==> config.mk <==
export PLATFORM = sky130hd
export DESIGN_NAME = calc_operand_loader
export DESIGN_NICKNAME = d
export VERILOG_FILES = /design/src/rtl/calc_pkg.sv /design/src/rtl/calc_operand_field.sv /design/src/rtl/calc_operand_loader.sv
export SDC_FILE = /design/constraint.sdc
export NUM_CORES = 1
export LEC_CHECK = 0
export BUFFER_PORTS_ARGS = -buffer_cell sky130_fd_sc_hd__buf_2
export CORE_ASPECT_RATIO = 0.6
export CORE_MARGIN = 4
export CORE_UTILIZATION = 37
export DETAILED_ROUTE_END_ITERATION = 12
export SLEW_MARGIN = 20
export SYNTH_ARGS = -nofsm -noshare
export SYNTH_HDL_FRONTEND = slang
export SYNTH_SLANG_ARGS = --single-unit
==> constraint.sdc <==
create_clock -name clk -period 2 [get_ports clk]
set_clock_uncertainty 0.2 [all_clocks]
set_input_delay 0.2 -clock clk [delete_from_list [all_inputs] [get_ports clk]]
set_output_delay 0.2 -clock clk [all_outputs]
set_load 0.005 [all_outputs]
==> src/rtl/calc_pkg.sv <==
`default_nettype none
// ============================================================================
//  Module      : calc_pkg
//  Description : Shared key codes, FSM state encoding and width defaults for
//                the logic calculator (operand loader, rem, display side).
//  Revision    : 1.0 - initial release
// ============================================================================
package calc_pkg;

    // Width defaults shared by the loader, rem and the display side
    localparam int DEFAULT_MAG_W = 2;
    localparam int DEFAULT_RES_W = 4;

    // Key codes; digits occupy 0x0 .. KEY_DIGIT_MAX
    localparam logic [3:0] KEY_DIGIT_MAX = 4'h3;
    localparam logic [3:0] KEY_MINUS     = 4'hA;
    localparam logic [3:0] KEY_ENTER     = 4'hE;
    localparam logic [3:0] KEY_CLEAR     = 4'hC;

    typedef enum logic [1:0] {
        ENTER_A = 2'd0,
        ENTER_B = 2'd1,
        ISSUE   = 2'd2,
        HOLD    = 2'd3
    } state_t;

endpackage : calc_pkg
`default_nettype wire

==> src/rtl/calc_operand_field.sv <==
`default_nettype none
// ============================================================================
//  Module      : calc_operand_field
//  Description : Sign/magnitude operand edit register. A digit overwrites the
//                magnitude, minus toggles the sign, enter normalizes negative
//                zero to positive zero, clear zeroes the field.
//  Ports       : clk, rst_n     - clock, async active-low reset
//                edit_en        - accepted key targets this field
//                clear          - synchronous clear (priority over edit_en)
//                key_code       - key being applied
//                value          - {sign, magnitude}
//  Revision    : 1.0 - initial release
// ============================================================================
module calc_operand_field
    import calc_pkg::*;
#(
    parameter int MAG_W = DEFAULT_MAG_W
) (
    input  logic             clk,
    input  logic             rst_n,
    input  logic             edit_en,
    input  logic             clear,
    input  logic [3:0]       key_code,
    output logic [MAG_W:0]   value
);

    logic             sign;
    logic [MAG_W-1:0] mag;

    always_ff @(posedge clk or negedge rst_n) begin
        if (!rst_n) begin
            sign <= 1'b0;
            mag  <= '0;
        end else if (clear) begin
            sign <= 1'b0;
            mag  <= '0;
        end else if (edit_en) begin
            if (key_code <= KEY_DIGIT_MAX) begin
                // Last digit wins; no decimal accumulation
                mag <= key_code[MAG_W-1:0];
            end else if (key_code == KEY_MINUS) begin
                sign <= ~sign;
            end else if (key_code == KEY_ENTER) begin
                if (mag == '0) begin
                    sign <= 1'b0;
                end
            end
            // Any other code is consumed without effect
        end
    end

    assign value = {sign, mag};

endmodule : calc_operand_field
`default_nettype wire

==> src/rtl/calc_operand_loader.sv <==
`default_nettype none
// ============================================================================
//  Module      : calc_operand_loader
//  Description : Collects two signed operands from a key stream, presents them
//                to the combinational rem unit for one ISSUE cycle, captures
//                its result/flags and holds them under a valid/ack handshake.
//  Ports       : clk, rst_n               - clock, async active-low reset
//                key_valid/key_code/key_ready - key stream handshake
//                num_a, num_b, ops_valid   - operands to rem and qualifier
//                res_in, neg_in, zer_in, dz_in - rem outputs
//                result, neg_f, zer_f, dz_f    - captured result and flags
//                result_valid, result_ack      - consumer handshake
//  Revision    : 1.0 - initial release
// ============================================================================
module calc_operand_loader
    import calc_pkg::*;
#(
    parameter int MAG_W = DEFAULT_MAG_W,
    parameter int RES_W = DEFAULT_RES_W
) (
    input  logic             clk,
    input  logic             rst_n,
    input  logic             key_valid,
    input  logic [3:0]       key_code,
    output logic             key_ready,
    output logic [MAG_W:0]   num_a,
    output logic [MAG_W:0]   num_b,
    output logic             ops_valid,
    input  logic [RES_W-1:0] res_in,
    input  logic             neg_in,
    input  logic             zer_in,
    input  logic             dz_in,
    output logic [RES_W-1:0] result,
    output logic             neg_f,
    output logic             zer_f,
    output logic             dz_f,
    output logic             result_valid,
    input  logic             result_ack
);

    state_t state;

    logic key_accept;
    logic clear_fields;
    logic edit_a;
    logic edit_b;

    // key_ready is only high in the two edit states, so acceptance implies
    // the state is ENTER_A or ENTER_B.
    assign key_accept   = key_valid & key_ready;
    assign edit_a       = key_accept & (state == ENTER_A);
    assign edit_b       = key_accept & (state == ENTER_B);
    // Both fields clear on a clear key or when the held result is consumed
    assign clear_fields = (key_accept & (key_code == KEY_CLEAR)) |
                          ((state == HOLD) & result_ack);

    calc_operand_field #(.MAG_W(MAG_W)) u_field_a (
        .clk      (clk),
        .rst_n    (rst_n),
        .edit_en  (edit_a),
        .clear    (clear_fields),
        .key_code (key_code),
        .value    (num_a)
    );

    calc_operand_field #(.MAG_W(MAG_W)) u_field_b (
        .clk      (clk),
        .rst_n    (rst_n),
        .edit_en  (edit_b),
        .clear    (clear_fields),
        .key_code (key_code),
        .value    (num_b)
    );

    // FSM with registered handshake outputs and result capture
    always_ff @(posedge clk or negedge rst_n) begin
        if (!rst_n) begin
            state        <= ENTER_A;
            key_ready    <= 1'b0;
            ops_valid    <= 1'b0;
            result_valid <= 1'b0;
            result       <= '0;
            neg_f        <= 1'b0;
            zer_f        <= 1'b0;
            dz_f         <= 1'b0;
        end else begin
            ops_valid <= 1'b0;
            case (state)
                ENTER_A: begin
                    // Also raises key_ready on the first edge after reset
                    key_ready <= 1'b1;
                    if (key_accept && key_code == KEY_ENTER) begin
                        state <= ENTER_B;
                    end
                end
                ENTER_B: begin
                    key_ready <= 1'b1;
                    if (key_accept) begin
                        if (key_code == KEY_CLEAR) begin
                            state <= ENTER_A;
                        end else if (key_code == KEY_ENTER) begin
                            state     <= ISSUE;
                            key_ready <= 1'b0;
                            ops_valid <= 1'b1;
                        end
                    end
                end
                ISSUE: begin
                    // rem is combinational on the stable operands
                    result       <= res_in;
                    neg_f        <= neg_in;
                    zer_f        <= zer_in;
                    dz_f         <= dz_in;
                    result_valid <= 1'b1;
                    state        <= HOLD;
                end
                HOLD: begin
                    if (result_ack) begin
                        result_valid <= 1'b0;
                        key_ready    <= 1'b1;
                        state        <= ENTER_A;
                    end
                end
                default: begin
                    state     <= ENTER_A;
                    key_ready <= 1'b0;
                end
            endcase
        end
    end

endmodule : calc_operand_loader
`default_nettype wire

# == Yosys cells after proc, flatten, opt, wreduce, memory -nomap -nowiden ==
# Index checks and enable logic that the tools add are counted.
# classes
n_eq_ne,11
bitwise_logic,8
order_cmp,1
reduce_logical,19
mux,34
# op_table
operator,n
$mux 1,21
$mux 2,10
$eq 4x4->1 const B,3
$reduce_and 4->1,3
$reduce_bool 3->1,4
$pmux 2 s4,1
$reduce_and 2->1,4
$reduce_bool 2->1,4
$logic_not 2->1,3
$ne 2x2->1 const B,3
$and 1x1->1,5
$eq 2x2->1 const B,2
$le 4x2->1 const B,1
$ne 3x1->1 const B,1
$pmux 1 s3,1
$eq 2x1->1 const B,1
$ne 2x1->1 const B,1
$not 1->1,2
$pmux 1 s2,1
$logic_and 1x1->1,1
$or 1x1->1,1
# totals
inputBits,15
reg_bits,18
out_inout_bits,16

# == Longest topological paths before layout ==
# Gate-level depths: netlist of run 1.
# depth
depth_word,7
mapped_depth,6

# == Hierarchy ==
# A second synthesis of run 1 with hierarchy kept.
# hier_totals
hier_cells,68
hier_area_um2,860.8
# modules_own_cells
mod,area_per_inst_um2,cells_per_inst,instances,seq_area_each_um2
calc_operand_loader,530.5,40,1,300.3
calc_operand_field,165.2,14,2,75.1

# == Worst setup path after synthesis of run 1 ==
# Ideal clock, no wire load.
# synth_timing
kind,reg2reg
from,reg (tool-made name)
to,reg u_field_a.mag[1]
setup_slack_ns,0.599
period_less_slack_ns,1.401
t_required_ns,1.677
t_arrival_ns,1.078
n_path_buf,1
stages_incl_launch_ff,6
cell_sequence,dfrtp_1 -> buf_2 -> nor4_1 -> o21ai_1 -> nand3b_1 -> o21ai_1
# synth_rtl
element,line_no,source
"end signal, assigned",calc_operand_field.sv:40,mag <= key_code[MAG_W-1:0];
"end, declared",calc_operand_field.sv:28,logic [MAG_W-1:0] mag;

==> impl_metrics.env, run 1 <==
export IMPL_syn_avg_cell_area_um2=10.8
export IMPL_coreArea_mm2=0.00218
export IMPL_power_mw=1.34
export IMPL_initial_core_util=0.393
export IMPL_grt_pass1_wl_mm=3.55
export IMPL_antenna_cells=0
export IMPL_cts_reportedPaths_clkPinSlew_ps=70
export IMPL_power_density_mw_per_mm2=1160
export IMPL_postCtsSetupRepairBufs=0
export IMPL_first_global_vias=724
export IMPL_cpMaxStageDelayCell="dfrtp_1"
export IMPL_path_max_fanout=9
export IMPL_area_growth_pct=35.2
export IMPL_fin_crit_ps=1500
export IMPL_finalWirelength_mm=2.06
export IMPL_io_buffers=30
export IMPL_wl_per_cell_um=14.0
export IMPL_synth_top_area_frac=0.526
export IMPL_vias=733
export IMPL_regArea_um2=450
export IMPL_finalSetupTns_ps=0
export IMPL_fmax_ghz=0.665
export IMPL_hold_viol=0
export IMPL_finalSetupViolCount=0
export IMPL_synthCells=79
export IMPL_holdWs_ps=49.3
export IMPL_cpPeakStageDelay_ps=460
export IMPL_critical_path_cell_chain="nor4_1 > o21ai_1 > nand3b_1 > o21ai_1"
export IMPL_row_count=13
export IMPL_tritoncts="built"
export IMPL_firstDrtPassIters=4
export IMPL_die_area_mm2=0.00317
export IMPL_synthTopCellsByArea="dfrtp_1 53%, mux2_1 9.2%, nand2_1 3.9%"
export IMPL_die_w_um=70.1
export IMPL_period_share=0.752
export IMPL_leakagePower_nw=0.573
export IMPL_cts_num_sinks=18
export IMPL_arrival_ps=1450
export IMPL_startpoint_type="register"
export IMPL_ios=31
export IMPL_cts_buffer_depth=2
export IMPL_worstPathRequired_ps=1940
export IMPL_cts_buffers=3
export IMPL_h_tree_depth=1
export IMPL_crit_path_end_kind="register"
export IMPL_crit_type="reg2reg"
export IMPL_place_hpwl_mm=1.52
export IMPL_tightest_slew_ps=404
export IMPL_status="completed"
export IMPL_max_vdd_ir_drop_mv=0.449
export IMPL_post_synth_top_area_cell="dfrtp_1"
export IMPL_maxCapViolations=0
export IMPL_synthArstFlopShare=1.00
export IMPL_ys_flop_type="dfrtp_1"
export IMPL_syn_cell_area_um2=856
export IMPL_clk_latency_ps=260
export IMPL_worstHoldPathType="in2reg"
export IMPL_fin_nets=133
export IMPL_finalWeightedCongestion=0.854
export IMPL_r2r_slack_ps=500
export IMPL_cpMostUsedCell="o21ai_1"
export IMPL_grt_max_degree=19
export IMPL_rsz0062_at_grt="false"
export IMPL_drv_slew=0
export IMPL_fillers=200
export IMPL_drc_errors=0
export IMPL_antenna_found_initial=0
export IMPL_grt_usage=0.150
export IMPL_ys_seq_area_frac=0.526
export IMPL_drive_gt1_frac=0.325
export IMPL_ys_types=28
export IMPL_synth_warnings=0
export IMPL_multi_input_area_um2=365
export IMPL_first_iter_violations=47
export IMPL_cts_root_buf="clkbuf_8"
export IMPL_synth_seq_cells=18
export IMPL_maxSlewHeadroom=0.731
export IMPL_vias_per_cell=4.99
export IMPL_ant_nets=0
export IMPL_die_h_um=45.3
export IMPL_synth_edff_count=0
export IMPL_syn_nets=94
export IMPL_overflow=0
==> flip-flops by register name, indices dropped and copies added (netlist names), named ones only <==
signal	flops
zer_f	1
result_valid	1
u_field_b.sign	1
u_field_b.mag	2
u_field_a.mag	2
state	1
u_field_a.sign	1
dz_f	1
key_ready	1
neg_f	1
result	4
ops_valid	1
==> synthesized netlist by cell type, types with 2 or more instances <==
cell,number
nand3b_1,3
o311ai_1,2
nor2_1,7
a21oi_1,2
mux2_1,7
nand3_1,5
o21ai_1,4
buf_4,2
nand2_1,9
buf_2,2
inv_1,2
dfrtp_1,18
==> timing repair <==
| item | CTS | global route |
|---|---|---|
| setup endpoints to repair | 0 | 0 |
| gates resized for setup | 0 | 0 |
| hold endpoints to repair | 25 | 0 |
| hold buffers | 8 | 0 |
==> per-stage QoR <==
step / instance area (µm²) / setup WS [ps] / util / std cells
6_report: 1160 / 495 / 0.531 / 147
3_5_place_dp: 1020 / 507 / 0.469 / 135
3_3_place_gp: 1020 / 563 / 0.469 / 135
2_1_floorplan: 856 / 599 / - / 79
4_1_cts: 1160 / 503 / 0.531 / 147
5_1_grt: 1160 / 394 / 0.531 / 147
==> path summary, 6_finish.rpt <==
| check | startpoint | cells past startpoint | endpoint |
|---|---|---|---|
| max reg2reg | register | 4 | u_field_a.mag[1] |
| min reg2reg | result[3] | 1 | result[3] |
| max in group asynchronous | rst_n | 2 | u_field_a.mag[0] |
| min in group asynchronous | rst_n | 2 | u_field_b.sign |
| min | result_ack | 3 | result_valid |
| max | register | 4 | u_field_a.mag[1] |
==> per-layer routing <==
metal	vias up	track usage	share of wire	wire (µm)
met5	-	0	0	0
met4	0	0.0496	0.0087	18
met3	2	0.0578	0.056	115
met2	19	0.257	0.51	1040
met1	351	0.177	0.43	886
li1	361	-	-	-
==> worst max-delay path, delay by kind of cell, from the launching register on <==
family           cells  cell delay [ps]
flip-flops           1              460
AND/OR/NAND/NOR      2              500
AO/OA/AOI/OAI        2              240
==> cell families (layout without fill, tap and decap cells) <==
group,count (synthesis),count (layout),synth area share
muxes,7,7,0.0921
DFF,18,18,0.526
AOI/OAI and AO/OA,13,13,0.0965
buffers and inverters,8,46,0.0468
and+or+nand+nor,33,33,0.238
==> cell type report <==
class,instances,share of cell area
Inverter,3,0.00973
Tap cell,30,0.0324
Clock buffer,4,0.0476
Timing Repair Buffer,39,0.205
Multi-Input combinational cell,53,0.316
Sequential cell,18,0.389
==> power breakdown <==
part	total (mW)	internal [mW]	switching [mW]	leakage, nW
Sequential	0.607	0.508	0.0991	0.219
Combinational	0.428	0.234	0.194	0.325
Clock	0.304	0.175	0.129	0.0288
Total	1.34	0.917	0.423	0.573
==> placed cells by master, fill, tap and decap left out, drive strengths merged <==
cell         netlist  layout
buf                4      31
nor4b              1       1
nand3b             3       3
a31oi              1       1
and3               1       1
and3b              1       1
dlygate4sd3        0       8
inv                3       3
a21oi              2       2
and4b              1       1
nand2              9       9
nand3              5       5
o211ai             1       1
o311ai             2       2
nor2b              1       1
nor4               1       1
o21ai              5       5
and2               1       1
clkbuf             1       4
nor2               7       7
a311oi             1       1
mux2               7       7
nor4bb             1       1
dfrtp             18      18
and4bb             1       1
a21o               1       1
(Power assumes the default switching activity.)
==> run 2: changes to the inputs <==
--- a/config.mk
+++ b/config.mk
@@ -5,6 +5,7 @@
 export SDC_FILE = /design/constraint.sdc
 export NUM_CORES = 1
 export LEC_CHECK = 0
+export ABC_AREA = 1
 export BUFFER_PORTS_ARGS = -buffer_cell sky130_fd_sc_hd__buf_2
 export CORE_ASPECT_RATIO = 0.6
 export CORE_MARGIN = 4
==> constraint.sdc (replaced) <==
create_clock -name clk -period 1.4 [get_ports clk]
set_clock_uncertainty 0.2 [all_clocks]
set_input_delay 0.14 -clock clk [delete_from_list [all_inputs] [get_ports clk]]
set_output_delay 0.14 -clock clk [all_outputs]
set_load 0.005 [all_outputs]
==> impl_metrics.env, run 2 <==
export IMPL_yosys_area_share_simple=0.292
export IMPL_placed_cells=167
export IMPL_maxSlewHeadroom=0.738
export IMPL_final_cells=180
export IMPL_synth_xor_area_share=0
export IMPL_final_cell_area_mm2=0.00133
export IMPL_fin_nets=166
export IMPL_ios=31
export IMPL_period_share=0.997
export IMPL_grt_pass1_wl_mm=3.63
export IMPL_synthCells=106
export IMPL_first_global_vias=810
export IMPL_regMostFlops="result"
export IMPL_firstDrtPassIters=4
export IMPL_worstHoldPathType="in2reg"
export IMPL_post_synth_top_area_cell="dfrtp_1"
export IMPL_synthTopCellsByArea="dfrtp_1 47%, mux2_2 8.2%, nand2_1 7.5%"
export IMPL_syn_cell_area_um2=956
export IMPL_synthArstFlopShare=1.00
export IMPL_cts_reportedPaths_clkPinSlew_ps=70
export IMPL_place_hpwl_mm=1.68
export IMPL_top_regs="result x4, u_field_a.mag x2, u_field_b.mag x2"
export IMPL_final_common_cell="buf_2"
export IMPL_cts_num_sinks=18
export IMPL_fmax_ghz=0.716
export IMPL_power_mw=2.12
export IMPL_place_ws_ps=-46.2
export IMPL_synth_warnings=0
export IMPL_tritoncts="built"
export IMPL_crit_type="reg2reg"
export IMPL_cts_buffer_depth=2
export IMPL_ys_seq_area_frac=0.471
export IMPL_syn_nets=121
export IMPL_io_buffers=30
export IMPL_area_growth_pct=39.1
export IMPL_vias_per_cell=4.73
export IMPL_overflow=0
export IMPL_muxShareOfSynthArea=0.0825
export IMPL_rsz0062_at_grt="true"
export IMPL_largest_reg_flops=4
export IMPL_finalSetupTns_ps=0
export IMPL_initial_core_util=0.414
export IMPL_crit_path_end_kind="register"
export IMPL_synth_top_family_by_area="simple AND/OR/NAND/NOR gates"
export IMPL_cpMaxStageDelayCell="dfrtp_2"
export IMPL_first_iter_violations=42
export IMPL_cpPeakStageDelay_ps=420
export IMPL_critical_path_cell_chain="inv_2 > nor2_4 > nand2_4 > o21ai_0 > nand3_1 > nand2_1"
export IMPL_ys_flop_type="dfrtp_1"
export IMPL_cts_buffers=3
export IMPL_power_density_mw_per_mm2=1590
export IMPL_die_h_um=47.4
export IMPL_hold_viol=0
export IMPL_syn_avg_cell_area_um2=9.02
export IMPL_drv_slew=0
export IMPL_cts_root_buf="clkbuf_8"
export IMPL_synth_adder_area_share=0
export IMPL_clk_latency_ps=260
export IMPL_layout_setup_ws_ps=3.85
export IMPL_synth_seq_cells=18
export IMPL_die_w_um=73.6
export IMPL_crit_buf_inv=1
export IMPL_finalSetupViolCount=0
export IMPL_yosys_cell_count_top_type="nand2_1"
export IMPL_antenna_found_initial=0
export IMPL_finish_utilization=0.576
export IMPL_finalWirelength_mm=2.23
export IMPL_synth_edff_count=0
export IMPL_vias=851
export IMPL_h_tree_depth=1
export IMPL_startpoint_type="register"
export IMPL_placed_area_mm2=0.00115
export IMPL_leakagePower_nw=0.662
export IMPL_synth_compound_area_frac=0.0759
export IMPL_drive_gt1_frac=0.467
export IMPL_ant_nets=0
export IMPL_holdWs_ps=0.644
export IMPL_grt_max_degree=19
export IMPL_worstPathRequired_ps=1400
export IMPL_arrival_ps=1400
export IMPL_layout_common_cells="30 x buf_2, 17 x nand2_1, 16 x dfrtp_1"
export IMPL_ys_types=27
export IMPL_wl_per_cell_um=12.4
export IMPL_status="completed"
export IMPL_row_count=13
export IMPL_fin_crit_ps=1400
export IMPL_maxCapViolations=0
export IMPL_coreArea_mm2=0.00231
export IMPL_die_area_mm2=0.00349
export IMPL_ys_top_cells_by_count="19 x nand2_1, 18 x dfrtp_1, 9 x nand3_1"
export IMPL_finalWeightedCongestion=0.806
export IMPL_path_max_fanout=5
export IMPL_crit_family="flip-flops"
export IMPL_synth_top_area_frac=0.471
export IMPL_drc_errors=0
export IMPL_antenna_cells=0
export IMPL_max_vdd_ir_drop_mv=0.835
export IMPL_tightest_slew_ps=394
export IMPL_grt_usage=0.140
[run 2: kinds of logic (layout without fill, tap and decap cells)]
group | after synthesis | after routing
buffers and inverters | 16 | 60
AND/OR/NAND/NOR | 53 | 53
AO/OA/AOI/OAI | 12 | 12
flip-flops | 18 | 18
multiplexers | 7 | 7
[run 2: power by group]
part,internal [mW],switching (mW),total (mW)
clock,0.250,0.182,0.433
combinational,0.420,0.408,0.829
sequential,0.727,0.127,0.854
[run 2: area by class of cell]
| type | count | area [µm²] |
|---|---|---|
| Clock buffer | 4 | 55.1 |
| Fill cell | 203 | 980 |
| Inverter | 13 | 56.3 |
| Multi-Input combinational cell | 72 | 460 |
| Sequential cell | 18 | 453 |
| Tap cell | 30 | 37.5 |
| Timing Repair Buffer | 43 | 268 |
[run 2: metal layers]
layer | global-route usage | routed length [µm]
met1 | 0.189 | 1090
met2 | 0.217 | 982
met3 | 0.0470 | 142
met4 | 0.0397 | 14
met5 | 0 | 0
[run 2: worst register-to-register path, stage by stage (launching register included)]
cell and delay [ps]:
dfrtp_2 420, inv_2 90, nor2_4 160, nand2_4 90
o21ai_0 220, nand3_1 90, nand2_1 80
[run 2: repair_timing]
| item | in CTS | in global routing |
|---|---|---|
| pin swaps | 0 | 11 |
| buffers inserted | 1 | 0 |
| endpoints found under the hold margin | 25 | 0 |
| gates resized for setup | 1 | 11 |
| hold buffers | 8 | 0 |
| setup endpoints to repair | 6 | 13 |
[run 2: path summary, 6_finish.rpt]
path | start | endpoint | slack [ps] | cells after the start
max | state[0] | u_field_b.sign | 4 | 6
min | result_ack | result_valid | 0.6 | 4
max reg2reg | state[0] | u_field_b.sign | 4 | 6
min reg2reg | u_field_a.sign | u_field_a.sign | 290 | 2
max in group asynchronous | rst_n | asynchronous set/reset pin | 570 | 2
min in group asynchronous | rst_n | u_field_a.sign | 130 | 2
